File: src/rtl/dsp_addsub_arbiter.sv
// Round-robin arbiter sharing one combinational DSP add/sub unit between two requesters.
// Optional grant statistics outputs are enabled by defining DSP_ARB_STATS_EN.
module dsp_addsub_arbiter #(
  parameter int WIDTH      = 32,
  parameter int SETTLE_CYC = 1
) (
  input  logic             clk,
  input  logic             reset,
  input  logic             req0_valid,
  output logic             req0_ready,
  input  logic [WIDTH-1:0] req0_a,
  input  logic [WIDTH-1:0] req0_b,
  input  logic             req0_sub,
  input  logic             req1_valid,
  output logic             req1_ready,
  input  logic [WIDTH-1:0] req1_a,
  input  logic [WIDTH-1:0] req1_b,
  input  logic             req1_sub,
  output logic             rsp_valid,
  input  logic             rsp_ready,
  output logic             rsp_id,
  output logic [WIDTH-1:0] rsp_result,
  output logic             rsp_carry,
  output logic [WIDTH-1:0] dsp_in1,
  output logic [WIDTH-1:0] dsp_in2,
  output logic             dsp_sub,
  input  logic [WIDTH-1:0] dsp_out,
  input  logic             dsp_co
`ifdef DSP_ARB_STATS_EN
  ,
  output logic [15:0]      grant_cnt0,
  output logic [15:0]      grant_cnt1
`endif
);

  typedef enum logic [1:0] {
    IDLE = 2'd0,
    EXEC = 2'd1,
    RESP = 2'd2
  } state_t;

  localparam logic [3:0] CNT_INIT = 4'(SETTLE_CYC - 1);

  state_t           state_q, state_d;
  logic             last_grant_q;
  logic [3:0]       cnt_q;
  logic             grant0, grant1, capture;
  logic [WIDTH-1:0] op_a_p0, op_b_p0;
  logic             op_sub_p0, op_id_p0;
  logic             vld_p1;
  logic [WIDTH-1:0] result_p1;
  logic             carry_p1, id_p1;

  function automatic logic [15:0] sat_inc16(input logic [15:0] v);
    return (v == 16'hFFFF) ? v : v + 16'd1;
  endfunction

  always_comb begin
    state_d = state_q;
    grant0  = 1'b0;
    grant1  = 1'b0;
    capture = 1'b0;
    unique case (state_q)
      IDLE: begin
        // Tie goes to whoever was not granted last; a lone requester always wins.
        if (!reset) begin
          grant0 = req0_valid && (!req1_valid || last_grant_q);
          grant1 = req1_valid && (!req0_valid || !last_grant_q);
        end
        if (grant0 || grant1) state_d = EXEC;
      end
      EXEC: begin
        if (cnt_q == 4'd0) begin
          capture = 1'b1;
          state_d = RESP;
        end
      end
      RESP: begin
        if (rsp_ready) state_d = IDLE;
      end
      default: state_d = IDLE;
    endcase
  end

  assign req0_ready = grant0;
  assign req1_ready = grant1;

  // Stage p0: operands latched at grant, held on the DSP until the next grant.
  always_ff @(posedge clk) begin
    if (reset) begin
      state_q      <= IDLE;
      last_grant_q <= 1'b1;
      cnt_q        <= 4'd0;
      op_a_p0      <= '0;
      op_b_p0      <= '0;
      op_sub_p0    <= 1'b0;
      op_id_p0     <= 1'b0;
    end else begin
      state_q <= state_d;
      if (grant0 || grant1) begin
        op_a_p0      <= grant1 ? req1_a : req0_a;
        op_b_p0      <= grant1 ? req1_b : req0_b;
        op_sub_p0    <= grant1 ? req1_sub : req0_sub;
        op_id_p0     <= grant1;
        last_grant_q <= grant1;
        cnt_q        <= CNT_INIT;
      end else if (state_q == EXEC && cnt_q != 4'd0) begin
        cnt_q <= cnt_q - 4'd1;
      end
    end
  end

  assign dsp_in1 = op_a_p0;
  assign dsp_in2 = op_b_p0;
  assign dsp_sub = op_sub_p0;

  // Stage p1: DSP result captured at the end of the settle window.
  always_ff @(posedge clk) begin
    if (reset) begin
      result_p1 <= '0;
      carry_p1  <= 1'b0;
      id_p1     <= 1'b0;
    end else if (capture) begin
      result_p1 <= dsp_out;
      carry_p1  <= dsp_co;
      id_p1     <= op_id_p0;
    end
  end

  assign vld_p1     = (state_q == RESP);
  assign rsp_valid  = vld_p1;
  assign rsp_result = result_p1;
  assign rsp_carry  = carry_p1;
  assign rsp_id     = id_p1;

`ifdef DSP_ARB_STATS_EN
  always_ff @(posedge clk) begin
    if (reset) begin
      grant_cnt0 <= 16'd0;
      grant_cnt1 <= 16'd0;
    end else begin
      if (grant0) grant_cnt0 <= sat_inc16(grant_cnt0);
      if (grant1) grant_cnt1 <= sat_inc16(grant_cnt1);
    end
  end
`else
  logic unused_sat;
  assign unused_sat = ^sat_inc16(16'd0);
`endif

endmodule

File: config.mk
export PLATFORM = sky130hd
export DESIGN_NAME = dsp_addsub_arbiter
export DESIGN_NICKNAME = d
export VERILOG_FILES = /design/src/rtl/dsp_addsub_arbiter.sv
export SDC_FILE = /design/constraint.sdc
export NUM_CORES = 1
export LEC_CHECK = 0
export BUFFER_PORTS_ARGS = -buffer_cell sky130_fd_sc_hd__buf_4
export CAP_MARGIN = 40
export CORE_ASPECT_RATIO = 0.9
export CORE_MARGIN = 2
export CORE_UTILIZATION = 40
export CTS_BUF_LIST = sky130_fd_sc_hd__clkbuf_8 sky130_fd_sc_hd__clkbuf_16
export DETAILED_ROUTE_END_ITERATION = 8
export MAX_ROUTING_LAYER = met4
export PLACE_DENSITY = 0.79
export SYNTH_ARGS = -nofsm -noshare
export SYNTH_HDL_FRONTEND = slang
export SYNTH_SLANG_ARGS = --single-unit
File: constraint.sdc
create_clock -name clk -period 1.71 [get_ports clk]
set_clock_uncertainty 0.15 [all_clocks]
set_input_delay 0.171 -clock clk [delete_from_list [all_inputs] [get_ports clk]]
set_output_delay 0.171 -clock clk [all_outputs]
set_load 0.005 [all_outputs]
* Word level (Yosys, flattened, before mapping)
Cells that the tools add are included.
** Storage, ports and cells
- Bits of input ports :: 168
- Bits in registers :: 107
- Output and inout bits :: 102
- Logic and storage cells :: 46
** Operators by class
- Muxes and demuxes :: 15
- Reduce and logical (&&, ||, !) cells :: 15
- Equality and inequality tests :: 5
- $add $sub $neg :: 1
** Operators by type and width (number)
- $mux 32 :: 2
- $mux 1 :: 9
- $mux 2 :: 3
- $pmux 2 s3 :: 1
- $logic_not 4->1 :: 1
- $logic_or 1x1->1 :: 4
- $ne 2x2->1 const B :: 2
- $reduce_bool 4->1 :: 1
- $sub 4x1->4 const B :: 1
- $logic_and 1x1->1 :: 3
- $logic_not 1->1 :: 3
- $reduce_and 3->1 :: 1
- $eq 2x1->1 const B :: 1
- $eq 2x2->1 const B :: 1
- $logic_not 2->1 :: 1
- $ne 2x1->1 const B :: 1
- $reduce_or 2->1 :: 1

* Depth between registers and ports, before layout
- Depth in word-level cells :: 8
- Depth in mapped cells :: 7
- Mapped depth without buffers :: 5

* Least setup slack after synthesis
OpenSTA, ideal clock, no wires.
- Path type :: reg2reg
- From :: register cnt_q[0]
- To :: register result_p1[25] (netlist: rsp_result[25])
- Required time :: 1.428 ns
- Arrival :: 1.391 ns
- Clock period less this slack :: 1.673 ns
- Cell stages (with the launch flop) :: 8
- Library setup time :: 0.132 ns
- Path slack :: 0.037 ns
- Buffers on the path :: 2
- Cell sequence :: dfxtp_1 > inv_1 > ha_1 > or3b_1 > buf_2 > buf_6 > o21ai_0 > a21oi_1
** On the way
- Longest elaborated chain between the ends :: 3
** Ends and longest elaborated chain
- from (decl) :: line 46 : logic [3:0] cnt_q;
- from (signal assigned) :: line 108 : cnt_q <= cnt_q - 4'd1;
- $logic_not 4->1 :: line 73 : if (cnt_q == 4'd0) begin
- $mux 1 :: line 73
- $mux 1 :: line 63 : unique case (state_q)
- to (signal assigned) :: line 124 : result_p1 <= dsp_out;
- to (decl) :: line 51 : logic [WIDTH-1:0] result_p1;
No other way between the ends.
A chain may end at the register's enable or synchronous reset.

* Final worst setup path
- From :: register cnt_q[0]
- To :: register result_p1[11] (netlist: rsp_result[11])
Same word-level chain as after synthesis.

==> run summary <==
status: finished, violations left
failing checks: negative setup slack
placed cells: 890
Root Buffer: clkbuf_16
Layout area overhead: 95.3%
Sink Count: 107
ANT nets after route: 0
cell area power density: 734 nW/um^2
Max stage delay cell, worst path: or3b_4
final worst slack: -0.0241 ns
Final Critical Period: 1.73 ns
initial antenna violation count: 1
io pins: 270
Setup crit end kind: flip-flop
Max Slew Vio Count: 0
Yosys reg bits: 107
Pleak: 0.00387 uW
Synthesis Warnings: 0
die area: 12,500 sq um
xor and xnor area share after synthesis: 0%
VDD IR max: 0.000487 V
Tot Pwr: 6650 uW
critical-path cell list: inv_2 -> ha_4 -> or3b_4 -> buf_6 -> o21ai_1 -> a21oi_1
share of cells above drive strength 1: 37.6%
# DRC: 0
pin count of the biggest net entering global routing: 65
Vias/cell: 5.68
routed wire length: 22,000 um
post-synthesis cell type count: 34
class of the worst hold path: in -> reg
WP data required: 1.78 ns
Synth area leaders: dfxtp_1, mux2i_1, o211ai_1
fin crit share: 101%
sequential fraction of the synthesis area: 46.2%
vias in the first global route: 6,351
drt pass-1 iters: 5
Fin Setup TNS: -0.0630 ns
worst-margin pin slew: 0.569 ns
worst stage delay on the critical path: 0.47 ns
crit start category: flip-flop
share of the synthesized area in the top cell type: 46.2%
fill count: 670
Initial Utilization: 40.7%
post-synthesis mux area share: 14.0%
H-tree level count: 3
via count: 6,137
CTS tree: yes
post-synthesis area per instance: 9.24 sq um
Setup Viol. Count Final: 5
Post-Layout Cell Count: 1,081
# port buffers: 269
1st-iter DRT viols: 516
Detail Placement HPWL: 11,000 um
gr usage total: 34.1%
later-pin clock latency in the skew report: 0.35 ns
cts bufs inserted: 9
clk slew on worst S/H paths: 0.07 ns
Mapped Nets: 671
core area: 11,400 sq um
GP Congestion: 0.829
largest family of logic cells by synthesized area: compound AO/OA/AOI/OAI gates
row count: 37
Max Clk Rate: 0.577 GHz
Chip Width: 118 um
global route overflow: 0
unrepaired setup endpoints after global routing: yes
Final Hold Viols: 0
type of the worst setup path: reg -> reg
post-synthesis compound-gate area fraction: 26.8%
Syn Inst Count: 502
Crit Path Max Fanout: 7
post-synthesis cell area: 4640 sq um
wire per inst: 20.3 um
Post-Synth Simple-Gate Area: 6.85%
cell taking the most area after synthesis: dfxtp_1
Rel. slew slack: 61.7%
Data arrival, critical path: 1.81 ns
post-synthesis adder-cell area fraction: 0.270%
Final Net Count: 1,088
CTS max path bufs: 2
share of the core filled with cells: 79.6%
Max-Cap Viols: 0
global-route wire length before repair: 33,000 um
die height: 106 um
final timing paths:
kind                  start             end  slack [ns]  depth (start not counted)
max                cnt_q[0]  rsp_result[11]       -0.02                          6
min              req1_valid     dsp_in2[29]        0.05                          3
max reg2reg        cnt_q[0]  rsp_result[11]       -0.02                          6
min reg2reg  rsp_result[24]  rsp_result[24]        0.33                          2
power by group:
group	switching [uW]	internal (uW)	total, uW
sequential	139	2690	2830
clock	951	1130	2080
combinational	729	1010	1740
total	1820	4830	6650
kinds of logic (layout without fill, tap and decap cells):
logic type | count (synthesis) | after routing
AND/OR/NAND/NOR | 57 | 57
buffers and inverters | 59 | 481
flip-flops | 107 | 107
adder cells (fa/ha/maj) | 1 | 1
multiplexers | 65 | 65
other | 0 | 1
AO/OA/AOI/OAI | 213 | 213
state kept, by name (all words and copies together), names as in the netlist:
register,flops
last_grant_q,1
op_id_p0,1
rsp_result,32
rsp_id,1
cnt_q,4
rsp_carry,1
state_q,2
dsp_in1,32
dsp_sub,1
dsp_in2,32
stage by stage:
| stage | instance area [sq um] | hold slack [ns] | worst slack, ns |
|---|---|---|---|
| 2_1_floorplan | 4640 | 0.169 | 0.0371 |
| 3_3_place_gp | 6830 | 0.228 | 0.0548 |
| 3_5_place_dp | 6830 | 0.227 | -0.0542 |
| 4_1_cts | 8860 | 0.0417 | 0.00204 |
| 5_1_grt | 9060 | 0.0897 | -0.112 |
| 6_report | 9060 | 0.0548 | -0.0241 |
what timing repair did:
action / in CTS / in global routing
cloned: 2 / 3
pin swaps: 2 / 9
setup endpoints to repair: 32 / 57
gates resized for setup: 6 / 65
endpoints found under the hold margin: 100 / 0
hold buffers: 164 / 0
setup buffers: 2 / 3
cell usage in the layout, fill, tap and decap left out, types with 3 or more instances in the layout:
cell,netlist,layout
dfxtp_1,107,104
mux2i_2,0,3
clkinvlp_4,0,3
o211ai_1,65,65
buf_6,2,4
o21ai_2,0,11
buf_4,3,281
nand3_1,35,35
o21ai_1,33,57
mux2i_1,65,61
clkbuf_16,0,11
a21oi_1,41,39
buf_12,0,7
inv_2,0,3
o21ai_0,70,35
dfxtp_2,0,3
dlygate4sd3_1,0,164
worst max-delay path, delay by kind of cell (launching register included):
| kind | cells | cell delay [ns] |
|---|---|---|
| flops | 1 | 0.33 |
| compound gates | 2 | 0.25 |
| fa+ha+maj | 1 | 0.15 |
| buf+inv | 2 | 0.25 |
| simple gates | 1 | 0.47 |
layer usage:
| layer | global-route usage [%] | routed length, um | share of wire (%) |
|---|---|---|---|
| met1 | 36.6 | 7930 | 36 |
| met2 | 59.0 | 11100 | 50 |
| met3 | 8.21 | 1740 | 7.9 |
| met4 | 17.9 | 1250 | 5.7 |
| met5 | - | 0 | 0 |
cells in the mapped netlist:
master and n:
a21boi_2 1, nor2b_1 2, nand3_1 35, or3b_1 1, and3_1 1, or3_1 1
buf_6 2, nor2_1 3, nand2b_1 2, nor3b_1 1, nand2_1 3, a22oi_1 1
a311oi_1 2, buf_1 8, or4_1 1, or3b_2 1, clkbuf_1 23, o211ai_1 65
o21ai_1 33, inv_1 4, nor3_2 1, nor3b_2 1, o21ai_0 70, clkbuf_2 1
a21oi_1 41, dfxtp_1 107, mux2i_1 65, ha_1 1, nand4b_1 1, and2_1 1
or2_2 1, buf_4 3, or2_1 1, buf_2 18
cell type report:
class                      instances  area (sq um)  area share (%)
antenna                            1          2.50          0.0276
clock buffer                       9           225            2.49
timing repair buffer             461          4060            44.8
tap                              156           195            2.15
inverter                           4          15.0           0.166
multi-input combinational        336          2350            25.9
sequential                       107          2150            23.7
clock inverter                     7          70.1           0.773
Note: power is estimated with default switching activity, not from simulation.
